[config.mk]
export PLATFORM = sky130hd
export DESIGN_NAME = uart_tx_frame
export DESIGN_NICKNAME = d
export VERILOG_FILES = /design/src/rtl/uart_tx_frame.sv
export SDC_FILE = /design/constraint.sdc
export NUM_CORES = 1
export LEC_CHECK = 0
export ABC_AREA = 1
export CAP_MARGIN = 20
export CORE_UTILIZATION = 45
export CTS_BUF_LIST = sky130_fd_sc_hd__clkbuf_4 sky130_fd_sc_hd__clkbuf_8 sky130_fd_sc_hd__clkbuf_16
export CTS_CLUSTER_SIZE = 12
export DETAILED_ROUTE_END_ITERATION = 6
export SETUP_SLACK_MARGIN = 0.02
export SLEW_MARGIN = 40
export SYNTH_ARGS = -nofsm -noshare
export SYNTH_HDL_FRONTEND = slang
export SYNTH_SLANG_ARGS = --single-unit
[constraint.sdc]
create_clock -name clk -period 1.7 [get_ports clk]
set_input_delay 0.17 -clock clk [delete_from_list [all_inputs] [get_ports clk]]
set_output_delay 0.17 -clock clk [all_outputs]
set_load 0.005 [all_outputs]
[src/rtl/uart_tx_frame.sv]
// -----------------------------------------------------------------------------
// uart_tx_frame
//
// UART transmitter. It serialises one frame per accepted request:
//   1 start bit (0), DATA_BITS data bits LSB first, 1 parity bit, 1 stop bit (1).
// The bit period comes from an internal counter, so no external baud tick is
// needed. All outputs come straight from flops, so tx cannot glitch.
//
// Parameters
//   CLK_DIV     clk cycles per bit period (>= 2)
//   DATA_BITS   data bits per frame (1..8)
//   PARITY_ODD  0 = even parity, 1 = odd parity
//
// Ports
//   clk      in   system clock, rising edge
//   reset    in   asynchronous, active-high reset
//   start    in   send request, accepted only while ready is high
//   data_in  in   payload, captured in the accepting cycle only
//   ready    out  high in IDLE, when a start request will be accepted
//   busy     out  high while a frame is being shifted out (always !ready)
//   tx       out  serial line, idle high
//   done     out  one-cycle pulse in the first IDLE cycle after a stop bit
// -----------------------------------------------------------------------------
module uart_tx_frame #(
    parameter int CLK_DIV    = 5208,
    parameter int DATA_BITS  = 7,
    parameter int PARITY_ODD = 0
) (
    input  logic                 clk,
    input  logic                 reset,
    input  logic                 start,
    input  logic [DATA_BITS-1:0] data_in,
    output logic                 ready,
    output logic                 busy,
    output logic                 tx,
    output logic                 done
);

    localparam int CNT_W = (CLK_DIV > 1) ? $clog2(CLK_DIV) : 1;
    localparam int IDX_W = (DATA_BITS > 1) ? $clog2(DATA_BITS) : 1;

    localparam logic [CNT_W-1:0] CNT_LAST = CNT_W'(CLK_DIV - 1);
    localparam logic [IDX_W-1:0] IDX_LAST = IDX_W'(DATA_BITS - 1);
    localparam logic             PAR_INV  = (PARITY_ODD != 0) ? 1'b1 : 1'b0;

    typedef enum logic [2:0] {
        ST_IDLE   = 3'd0,
        ST_START  = 3'd1,
        ST_DATA   = 3'd2,
        ST_PARITY = 3'd3,
        ST_STOP   = 3'd4
    } state_t;

    // Parity bit for a payload: XOR of all bits, inverted for odd parity.
    function automatic logic parity_bit(input logic [DATA_BITS-1:0] d,
                                        input logic                 odd);
        return (^d) ^ odd;
    endfunction

    state_t                 state_q, state_d;
    logic [CNT_W-1:0]       cnt_q,   cnt_d;
    logic [IDX_W-1:0]       idx_q,   idx_d;
    logic [DATA_BITS-1:0]   shreg_q, shreg_d;
    logic                   par_q,   par_d;
    logic                   tx_q,    tx_d;
    logic                   ready_q, ready_d;
    logic                   busy_q,  busy_d;
    logic                   done_q,  done_d;
    logic                   bit_end;

    assign bit_end = (cnt_q == CNT_LAST);

    // Next-state, datapath and registered-output computation.
    always_comb begin
        state_d = state_q;
        cnt_d   = cnt_q;
        idx_d   = idx_q;
        shreg_d = shreg_q;
        par_d   = par_q;
        done_d  = 1'b0;

        case (state_q)
            ST_IDLE: begin
                if (start) begin
                    state_d = ST_START;
                    shreg_d = data_in;
                    par_d   = parity_bit(data_in, PAR_INV);
                    idx_d   = '0;
                    cnt_d   = '0;
                end else begin
                    cnt_d   = '0;
                end
            end

            ST_START: begin
                if (bit_end) begin
                    cnt_d   = '0;
                    state_d = ST_DATA;
                end else begin
                    cnt_d   = cnt_q + CNT_W'(1);
                end
            end

            ST_DATA: begin
                if (bit_end) begin
                    cnt_d   = '0;
                    // Shift after every data bit; the parity bit does not
                    // come from the shift register, so the last shift is harmless.
                    shreg_d = shreg_q >> 1;
                    if (idx_q == IDX_LAST) begin
                        state_d = ST_PARITY;
                    end else begin
                        idx_d   = idx_q + IDX_W'(1);
                    end
                end else begin
                    cnt_d   = cnt_q + CNT_W'(1);
                end
            end

            ST_PARITY: begin
                if (bit_end) begin
                    cnt_d   = '0;
                    state_d = ST_STOP;
                end else begin
                    cnt_d   = cnt_q + CNT_W'(1);
                end
            end

            ST_STOP: begin
                if (bit_end) begin
                    cnt_d   = '0;
                    state_d = ST_IDLE;
                    done_d  = 1'b1;
                end else begin
                    cnt_d   = cnt_q + CNT_W'(1);
                end
            end

            default: begin
                state_d = ST_IDLE;
                cnt_d   = '0;
                idx_d   = '0;
            end
        endcase

        // Outputs are decoded from the next state so that the registered
        // copies line up with the state they describe.
        case (state_d)
            ST_IDLE:   tx_d = 1'b1;
            ST_START:  tx_d = 1'b0;
            ST_DATA:   tx_d = shreg_d[0];
            ST_PARITY: tx_d = par_d;
            ST_STOP:   tx_d = 1'b1;
            default:   tx_d = 1'b1;
        endcase

        ready_d = (state_d == ST_IDLE) ? 1'b1 : 1'b0;
        busy_d  = ~ready_d;
    end

    // State machine, datapath and output registers.
    always_ff @(posedge clk or posedge reset) begin
        if (reset) begin
            state_q <= ST_IDLE;
            cnt_q   <= '0;
            idx_q   <= '0;
            shreg_q <= '0;
            par_q   <= 1'b0;
            tx_q    <= 1'b1;
            ready_q <= 1'b1;
            busy_q  <= 1'b0;
            done_q  <= 1'b0;
        end else begin
            state_q <= state_d;
            cnt_q   <= cnt_d;
            idx_q   <= idx_d;
            shreg_q <= shreg_d;
            par_q   <= par_d;
            tx_q    <= tx_d;
            ready_q <= ready_d;
            busy_q  <= busy_d;
            done_q  <= done_d;
        end
    end

    assign tx    = tx_q;
    assign ready = ready_q;
    assign busy  = busy_q;
    assign done  = done_q;

endmodule

Yosys cells after proc, flatten, opt, wreduce, memory -nomap -nowiden
Index checks and enable logic that the tools add are counted.

Equality and inequality tests: 12. Add/sub/neg operators: 2. Bitwise operators: 2. Reductions and logical operators: 8. Muxes and demuxes: 22.

Operator list (number): 2-to-1 mux 3 bit (9); 2-to-1 mux 13 bit (2); one-hot mux 3 bit (5 select lines) (1); 2-to-1 mux 7 bit (2); one-hot mux 7 bit (2 select lines) (1); adder 13 x 1 -> 13 bit, second input constant (1); == test 13 bit, second input constant (1); == test 3 x 2 -> 1 bit, second input constant (4); one-hot mux 3 bit (3 select lines) (1); XOR reduction 7 bit (1); == test 3 x 1 -> 1 bit, second input constant (2); == test 3 bit, second input constant (2); zero test 3 bit (2); inequality test 2 bit, second input constant (3); 2-to-1 mux 1 bit (5); AND reduction 4 bit (1); OR reduction 4 bit (1); adder 3 x 1 -> 3 bit, second input constant (1); one-hot mux 1 bit (3 select lines) (1); AND reduction 3 bit (1); OR reduction 3 bit (1); NOT 1 bit (2); nonzero test 2 bit (1).

Logic and storage cells: 56. Bits in registers: 31. Input bits: 10.

Logic depth before layout (Yosys ltp)
Gate-level depths: netlist of run 1.

Depth in word-level cells: 7. Depth in mapped cells: 11. Depth with buffers taken out: 11.

Least setup slack after synthesis of run 1
Ideal clock, no wire load.

Kind: register -> register. From: reg cnt_q[0]. To: reg busy_q (netlist: busy). Library setup time: 0.113 ns. Path slack: 0.185 ns. Path buffers: 0. Period minus slack after synthesis: 1.515 ns. Data arrival time: 1.401 ns. Cell stages (with the launch flop): 11. Path through: dfrtp_1 -> ha_1 -> nand2_2 -> nor2_1 -> nand3_4 -> nand2_1 -> nand2_2 -> nor2_4 -> nand2_2 -> nor2_4 -> inv_2.

Longest elaborated chain between the ends: 6. Elaborated cells on any way between the ends: 9.

RTL lines: start, declared (RTL line 61) `logic [CNT_W-1:0] cnt_q, cnt_d;`; start signal, assigned (RTL line 175) `cnt_q <= cnt_d;`; == test 13 bit * (RTL line 71) `assign bit_end = (cnt_q == CNT_LAST);`; 2-to-1 mux 3 bit, on equally long branches; one-hot mux 3 bit (5 select lines) * (RTL line 82) `case (state_q)`; zero test 3 bit * (RTL line 157) `ready_d = (state_d == ST_IDLE) ? 1'b1 : 1'b0;`; 2-to-1 mux 1 bit * (RTL line 157); via ready_d (RTL line 66) `logic ready_q, ready_d;`; NOT 1 bit * (RTL line 158) `busy_d = ~ready_d;`; via busy_d (RTL line 67) `logic busy_q, busy_d;`; end signal, assigned (RTL line 181) `busy_q <= busy_d;`; end, declared (RTL line 67).

The timed path passes the listed nets; every way through them passes the cells marked *. A chain may end at the register's enable or synchronous reset.

Worst setup path after layout of run 1
From: reg cnt_q[1]. To: reg cnt_q[10].

Longest elaborated chain between the ends: 3. Elaborated cells on any way between the ends: 4.

RTL lines (RTL line): adder 13 x 1 -> 13 bit / == test 13 bit (equally long branches); 2-to-1 mux 13 bit * (2 in series); via cnt_d[10] (61).

Marks and branches as above.

==> reports/metrics.cfg, run 1 <==
[detailed_routing]
wl_um = 3620
dr.pass1.iters = 4
vias_per_cell = 4.82
vias = 1605
ant_nets = 0
drt-initial-drc-count = 50
wl_per_cell_um = 10.9
drc_errors = 0

[clock_tree]
clk_path_buf_depth = 2
cts_root_buffer = clkbuf_8
h-tree-depth = 2
clkLatencyLatePin_ns = 0.28
clock_sinks = 31
cts_tree = done
path_clk_slew_ns = 0.07
numCtsBuffers = 5

[layout]
syn_to_final_growth_pct = 19.7
stdcell_count = 333
fin_nets = 295
antenna_cells = 0
utilization_pct = 57.2
nFillCells = 394
drive_gt1_share_pct = 20.1

[sta]
setup_viol = 0
layout_min_cycle_time_ns = 1.55
tightest_slew_ns = 0.388
rsz0062_at_grt = false
maxSlewViolCount = 0
skew_ns = 0.00909
slew_headroom_pct = 74.2
setup-tns-final_ns = 0
hold_viol_final = 0
min_period_over_period_pct = 91.0
fmax_mhz = 647
hold_ws_ns = 0.258

[global_route]
grt_pass1_wl_um = 6360
antenna_found_initial = 0
grt_start_max_net_pins = 32
overflow = 0
grt_pass1_vias = 1475
grt_usage_pct = 18.7

[place]
portBuffers = 13
place.gp.congestion = 0.799
dpl.hpwl_um = 2750
dp.cells = 323

[synth]
synth_cell_type_count = 29
ys_warn_count = 0
ys_ff_latch = 31
syn_nets = 269
synth_cells = 256
syn_area_mm2 = 0.00194
synth_seq_area_share_pct = 40.1
avgSynthCellArea_um2 = 7.58

[floorplan]
fp.dieW_um = 67.7
fp.dieArea_mm2 = 0.00458
start_util_pct = 47.8
coreArea_mm2 = 0.00406
io_pins = 14
rows = 23
die_h_um = 67.7

[job]
cap_violations = 0

[power_and_ir_drop]
p_leak_nw = 1.19
p_per_area_mw_per_mm2 = 674
ir_worst_vdd_uv = 783

[critical_path]
cp-start-kind = flop
required_ns = 1.87
worstPathArrival_ns = 1.72
critPathMaxFanout = 4
critPathKind = flop to flop
end_kind = flop
r2r_cells = 9

[status]
status = completed

[min_path]
min_path_type = input port to asynchronous set/reset pin

==> routing by layer <==
layer | up-vias | track usage (%) | wire length [um]
met5 | - | 0 | 0
met3 | 5 | 4.56 | 132
met4 | 0 | 6.38 | 44
li1 | 852 | - | -
met1 | 727 | 23.8 | 1770
met2 | 21 | 30.4 | 1670
==> through the flow <==
| step | power, W | worst slack [ns] | instance area (um2) |
|---|---|---|---|
| 2_1_floorplan | 0.000797 | 0.185 | 1940 |
| 3_3_place_gp | 0.000837 | 0.105 | 2160 |
| 3_5_place_dp | 0.000837 | 0.0691 | 2160 |
| 6_report | 0.00156 | 0.153 | 2320 |
| 5_1_grt | 0.00164 | 0.0139 | 2320 |
| 4_1_cts | 0.00159 | 0.0555 | 2280 |
==> kinds of logic after synthesis <==
group                      Yosys count  share of synthesized area, %
AOI/OAI and AO/OA                   19                          6.52
adders and majority gates            3                          1.94
buffers and inverters               45                          9.10
DFF                                 31                          40.1
and+or+nand+nor                    153                          40.1
xor gates and xnor gates             5                          2.26
==> report_power, final <==
part / switching (W) / leakage [nW] / internal, W / total, W
Clock: 0.000270 / 0.0612 / 0.000474 / 0.000743
Sequential: 0 / 0.370 / 0.000738 / 0.000738
Combinational: 0.0000481 / 0.759 / 0.0000355 / 0.0000836
==> path summary, 6_finish.rpt <==
check | start | endpoint | slack, ns
setup / recovery | cnt_q[1] | cnt_q[10] | 0.15
hold / removal | reset | cnt_q[10] | 0.26
setup reg to reg | cnt_q[1] | cnt_q[10] | 0.15
hold reg to reg | shreg_q[2] | shreg_q[2] | 0.49
max in group asynchronous | reset | tx | 1.12
min in group clk | shreg_q[2] | shreg_q[2] | 0.49
==> Yosys cell counts <==
cell	n	area share, %
o221ai_1	4	1.8
a31oi_2	1	0.65
nand4_1	4	1.3
or2_2	1	0.32
inv_2	7	1.4
dfstp_2	2	2.7
nand3_4	2	1.8
nand2_2	5	1.6
ha_1	3	1.9
a211oi_1	1	0.39
xor2_1	4	1.8
a21boi_2	1	0.58
nand3_2	2	1.0
xnor2_1	1	0.45
nand3_1	16	4.1
buf_6	1	0.58
o21ai_0	5	1.3
dfrtp_1	29	37
nor2_8	2	2.1
or2_1	1	0.32
a21oi_1	7	1.8
nand2_1	67	13
nor2_2	3	0.97
nor3_2	4	2.1
nor3_1	4	1.0
inv_1	37	7.2
nor2_1	36	7.0
nor2_4	5	2.9
nand2_4	1	0.58
==> registers in the layout (all words and copies together), names as in the netlist <==
| name | flops |
|---|---|
| par_q | 1 |
| idx_q | 3 |
| shreg_q | 7 |
| cnt_q | 13 |
| busy | 1 |
| state_q | 3 |
| done | 1 |
| tx | 1 |
| ready | 1 |
==> cell usage in the layout, fill, tap and decap left out, drive strengths merged <==
cell type,instances
a211oi,1
a21boi,1
a21oi,7
a31oi,1
buf,7
bufinv,1
clkbuf,6
clkdlybuf4s50,13
clkinv,1
dfrtp,29
dfstp,2
ha,3
inv,44
nand2,73
nand3,20
nand4,4
nor2,46
nor3,8
o21ai,5
o221ai,4
or2,2
xnor2,1
xor2,4
==> final cells by class <==
type                       count  area [um2]  area share [%]
timing repair buffer          20         183            7.87
tap                           50        62.6            2.70
clock buffer                   6        82.6            3.56
clock inverter                 2        35.0            1.51
inverter                      44         165            7.12
multi-input combinational    180        1010            43.7
sequential                    31         778            33.5
==> repair_timing <==
item                       in CTS  in global routing
gates resized for setup         0                 10
hold buffers                    0                  0
buffers inserted                0                  2
setup endpoints to repair       0                 13
==> critical path, stage by stage, from the launching register on <==
cell     delay [ns]
dfrtp_1        0.37
ha_2           0.23
nand2_4        0.09
nor2_4         0.11
nand2_1        0.08
nor2_2         0.13
inv_1          0.08
nor3_2         0.12
xor2_1         0.16
nor2_1         0.05
Note: power is estimated with default switching activity, not from simulation.
==> inputs of run 2 (changes only) <==
--- a/config.mk
+++ b/config.mk
@@ -7,10 +7,13 @@
 export LEC_CHECK = 0
 export ABC_AREA = 1
 export CAP_MARGIN = 20
-export CORE_UTILIZATION = 45
+export CELL_PAD_IN_SITES_DETAIL_PLACEMENT = 1
+export CELL_PAD_IN_SITES_GLOBAL_PLACEMENT = 1
+export CORE_UTILIZATION = 43
 export CTS_BUF_LIST = sky130_fd_sc_hd__clkbuf_4 sky130_fd_sc_hd__clkbuf_8 sky130_fd_sc_hd__clkbuf_16
 export CTS_CLUSTER_SIZE = 12
 export DETAILED_ROUTE_END_ITERATION = 6
+export PLACE_DENSITY_LB_ADDON = 0.1
 export SETUP_SLACK_MARGIN = 0.02
 export SLEW_MARGIN = 40
 export SYNTH_ARGS = -nofsm -noshare
==> reports/metrics.cfg, run 2 (synthesis gave the netlist of run 1 again) <==
[floorplan]
die_h_um = 69.2  ; was 67.7 um
fp.dieW_um = 69.2  ; was 67.7 um
io_pins = 14  ; unchanged
fp.dieArea_mm2 = 0.00478  ; was 0.00458 mm2
start_util_pct = 44.5  ; was 47.8%
rows = 24  ; was 23
coreArea_mm2 = 0.00435  ; was 0.00406 mm2

[clock_tree]
clock_sinks = 31  ; unchanged
path_clk_slew_ns = 0.08  ; was 0.07 ns
clk_path_buf_depth = 2  ; unchanged
h-tree-depth = 2  ; unchanged
cts_hold_buffers = 0  ; unchanged
cts_tree = done  ; unchanged
clkLatencyLatePin_ns = 0.29  ; was 0.28 ns
numCtsBuffers = 5  ; unchanged
cts_root_buffer = clkbuf_8  ; unchanged

[layout]
largest_reg_flops = 13  ; unchanged
stdcell_count = 335  ; was 333
multiInputGateArea_mm2 = 0.00101  ; unchanged
layout_common_cells = 67 x nand2_1, 36 x inv_1, 33 x nor2_1, 28 x dfrtp_1, 15 x nand3_1  ; was 67 x nand2_1, 36 x inv_1, 33 x nor2_1, 29 x dfrtp_1, 15 x nand3_1
reg_top3 = cnt_q (13), shreg_q (7)  ; unchanged
nFillCells = 554  ; was 394
fin_nets = 295  ; unchanged
regMostFlops = cnt_q  ; unchanged
antenna_cells = 0  ; unchanged
final_area_mm2 = 0.00230  ; was 0.00232 mm2
syn_to_final_growth_pct = 18.8  ; was 19.7%
drive_gt1_share_pct = 20.5  ; was 20.1%
seq_area_um2 = 779  ; was 778 um2
utilization_pct = 52.9  ; was 57.2%
layout_commonest_cell = nand2_1  ; unchanged

[critical_path]
r2r_cells = 8  ; was 9
critPathKind = flop to flop  ; unchanged
cp-start-kind = flop  ; unchanged
worstReg2RegEnd = cnt_q[6]  ; was cnt_q[10]
critPathMaxFanout = 9  ; was 4
rrSetupSlack_ns = 0.11  ; was 0.15 ns
rr_startpoint = state_q[2]  ; was cnt_q[1]
end_kind = flop  ; unchanged
worstPathArrival_ns = 1.79  ; was 1.72 ns
required_ns = 1.90  ; was 1.87 ns

[power_and_ir_drop]
power_w = 0.00139  ; was 0.00156 W
ir_worst_vdd_uv = 369  ; was 783 uV
p_per_area_mw_per_mm2 = 606  ; was 674 mW/mm2
p_leak_nw = 1.16  ; was 1.19 nW

[global_route]
grt_pass1_wl_um = 7990  ; was 6360 um
overflow = 0  ; unchanged
grt_start_max_net_pins = 32  ; unchanged
grt_usage_pct = 21.0  ; was 18.7%
antenna_found_initial = 0  ; unchanged
grt_pass1_vias = 1805  ; was 1475

[place]
place_area_mm2 = 0.00217  ; was 0.00216 mm2
dp.cells = 325  ; was 323
portBuffers = 13  ; unchanged
place.gp.congestion = 0.769  ; was 0.799
dpl.hpwl_um = 3340  ; was 2750 um

[sta]
setup_viol = 0  ; unchanged
layout_min_cycle_time_ns = 1.59  ; was 1.55 ns
maxSlewViolCount = 0  ; unchanged
skew_ns = 0.0112  ; was 0.00909 ns
hold_viol_final = 0  ; unchanged
fmax_mhz = 630  ; was 647 MHz
setup-tns-final_ns = 0  ; unchanged
min_period_over_period_pct = 93.3  ; was 91.0%
slew_headroom_pct = 72.3  ; was 74.2%
tightest_slew_ns = 0.415  ; was 0.388 ns
rsz0062_at_grt = true  ; was false

[min_path]
min_path_type = input port to asynchronous set/reset pin  ; unchanged

[detailed_routing]
drt-initial-drc-count = 30  ; was 50
drc_errors = 0  ; unchanged
wl_um = 4380  ; was 3620 um
dr.pass1.iters = 4  ; unchanged
vias = 1654  ; was 1605
vias_per_cell = 4.94  ; was 4.82
ant_nets = 0  ; unchanged
wl_per_cell_um = 13.1  ; was 10.9 um

[status]
status = completed  ; unchanged

[job]
cap_violations = 0  ; unchanged

==> run 2: final cells by class <==
cell class | count | share of cell area, %
tap | 52 | 2.82
clock buffer | 5 | 2.99
multi-input combinational | 180 | 44.1
sequential | 31 | 33.8
inverter | 44 | 7.17
timing repair buffer | 20 | 8.47
clock inverter | 3 | 0.652
==> run 2: what timing repair did <==
item / 4_1_cts / 5_1_grt
endpoints found under the setup margin: 0 / 9
setup buffers: 0 / 2
hold endpoints to repair: 0 / 0
resized for setup: 0 / 10
==> run 2: worst max path at each step <==
stage	from	endpoint	slack [ns]	cells past startpoint
3_5_place_dp	cnt_q[1]	busy	0.07	10
6_report	state_q[2]	cnt_q[6]	0.11	8
5_1_grt	cnt_q[1]	idx_q[1]	0.005	8
2_1_floorplan	cnt_q[0]	busy	0.19	10
4_1_cts	cnt_q[1]	busy	0.07	10
3_3_place_gp	cnt_q[0]	busy	0.11	10
==> run 2: metal layers <==
layer / share of wire [%] / wire length [um] / vias to the layer above / track usage, %
li1: - / - / 847 / -
met1: 47 / 2080 / 785 / 26.5
met4: 1.6 / 70 / 0 / 7.48
met5: 0 / 0 / - / 0
met2: 48 / 2120 / 16 / 35.4
met3: 2.4 / 107 / 6 / 4.39
==> run 2: power breakdown <==
group          leakage (nW)  switching (W)  internal (W)  total [W]
Sequential            0.368              0      0.000738   0.000738
Combinational         0.747      0.0000513     0.0000355  0.0000868
Clock                0.0477       0.000291      0.000280   0.000570
Total                  1.16       0.000342       0.00105    0.00139
==> run 2: per-stage QoR <==
step / worst slack [ns] / hold WS, ns
final: 0.114 / 0.269
after global routing: 0.00521 / 0.326
after CTS: 0.0702 / 0.278
after detailed placement: 0.0719 / 0.476
after global placement: 0.113 / 0.467
after floorplan: 0.185 / 0.272
==> run 2: worst max-delay path: stages, from the launching register on <==
cell and delay (ns):
dfrtp_1 0.40, inv_1 0.14, nand2_2 0.13, nor2_8 0.21, inv_2 0.09, nand3_2 0.08
nand2_2 0.13, buf_12 0.17, nor3_2 0.15
==> inputs of run 3 (changes only) <==
--- a/config.mk
+++ b/config.mk
@@ -6,7 +6,6 @@
 export NUM_CORES = 1
 export LEC_CHECK = 0
 export ABC_AREA = 1
-export CAP_MARGIN = 20
 export CELL_PAD_IN_SITES_DETAIL_PLACEMENT = 1
 export CELL_PAD_IN_SITES_GLOBAL_PLACEMENT = 1
 export CORE_UTILIZATION = 43
==> results of run 3 <==
Same layout as run 2: the final DEF is identical, and so are final timing and power.
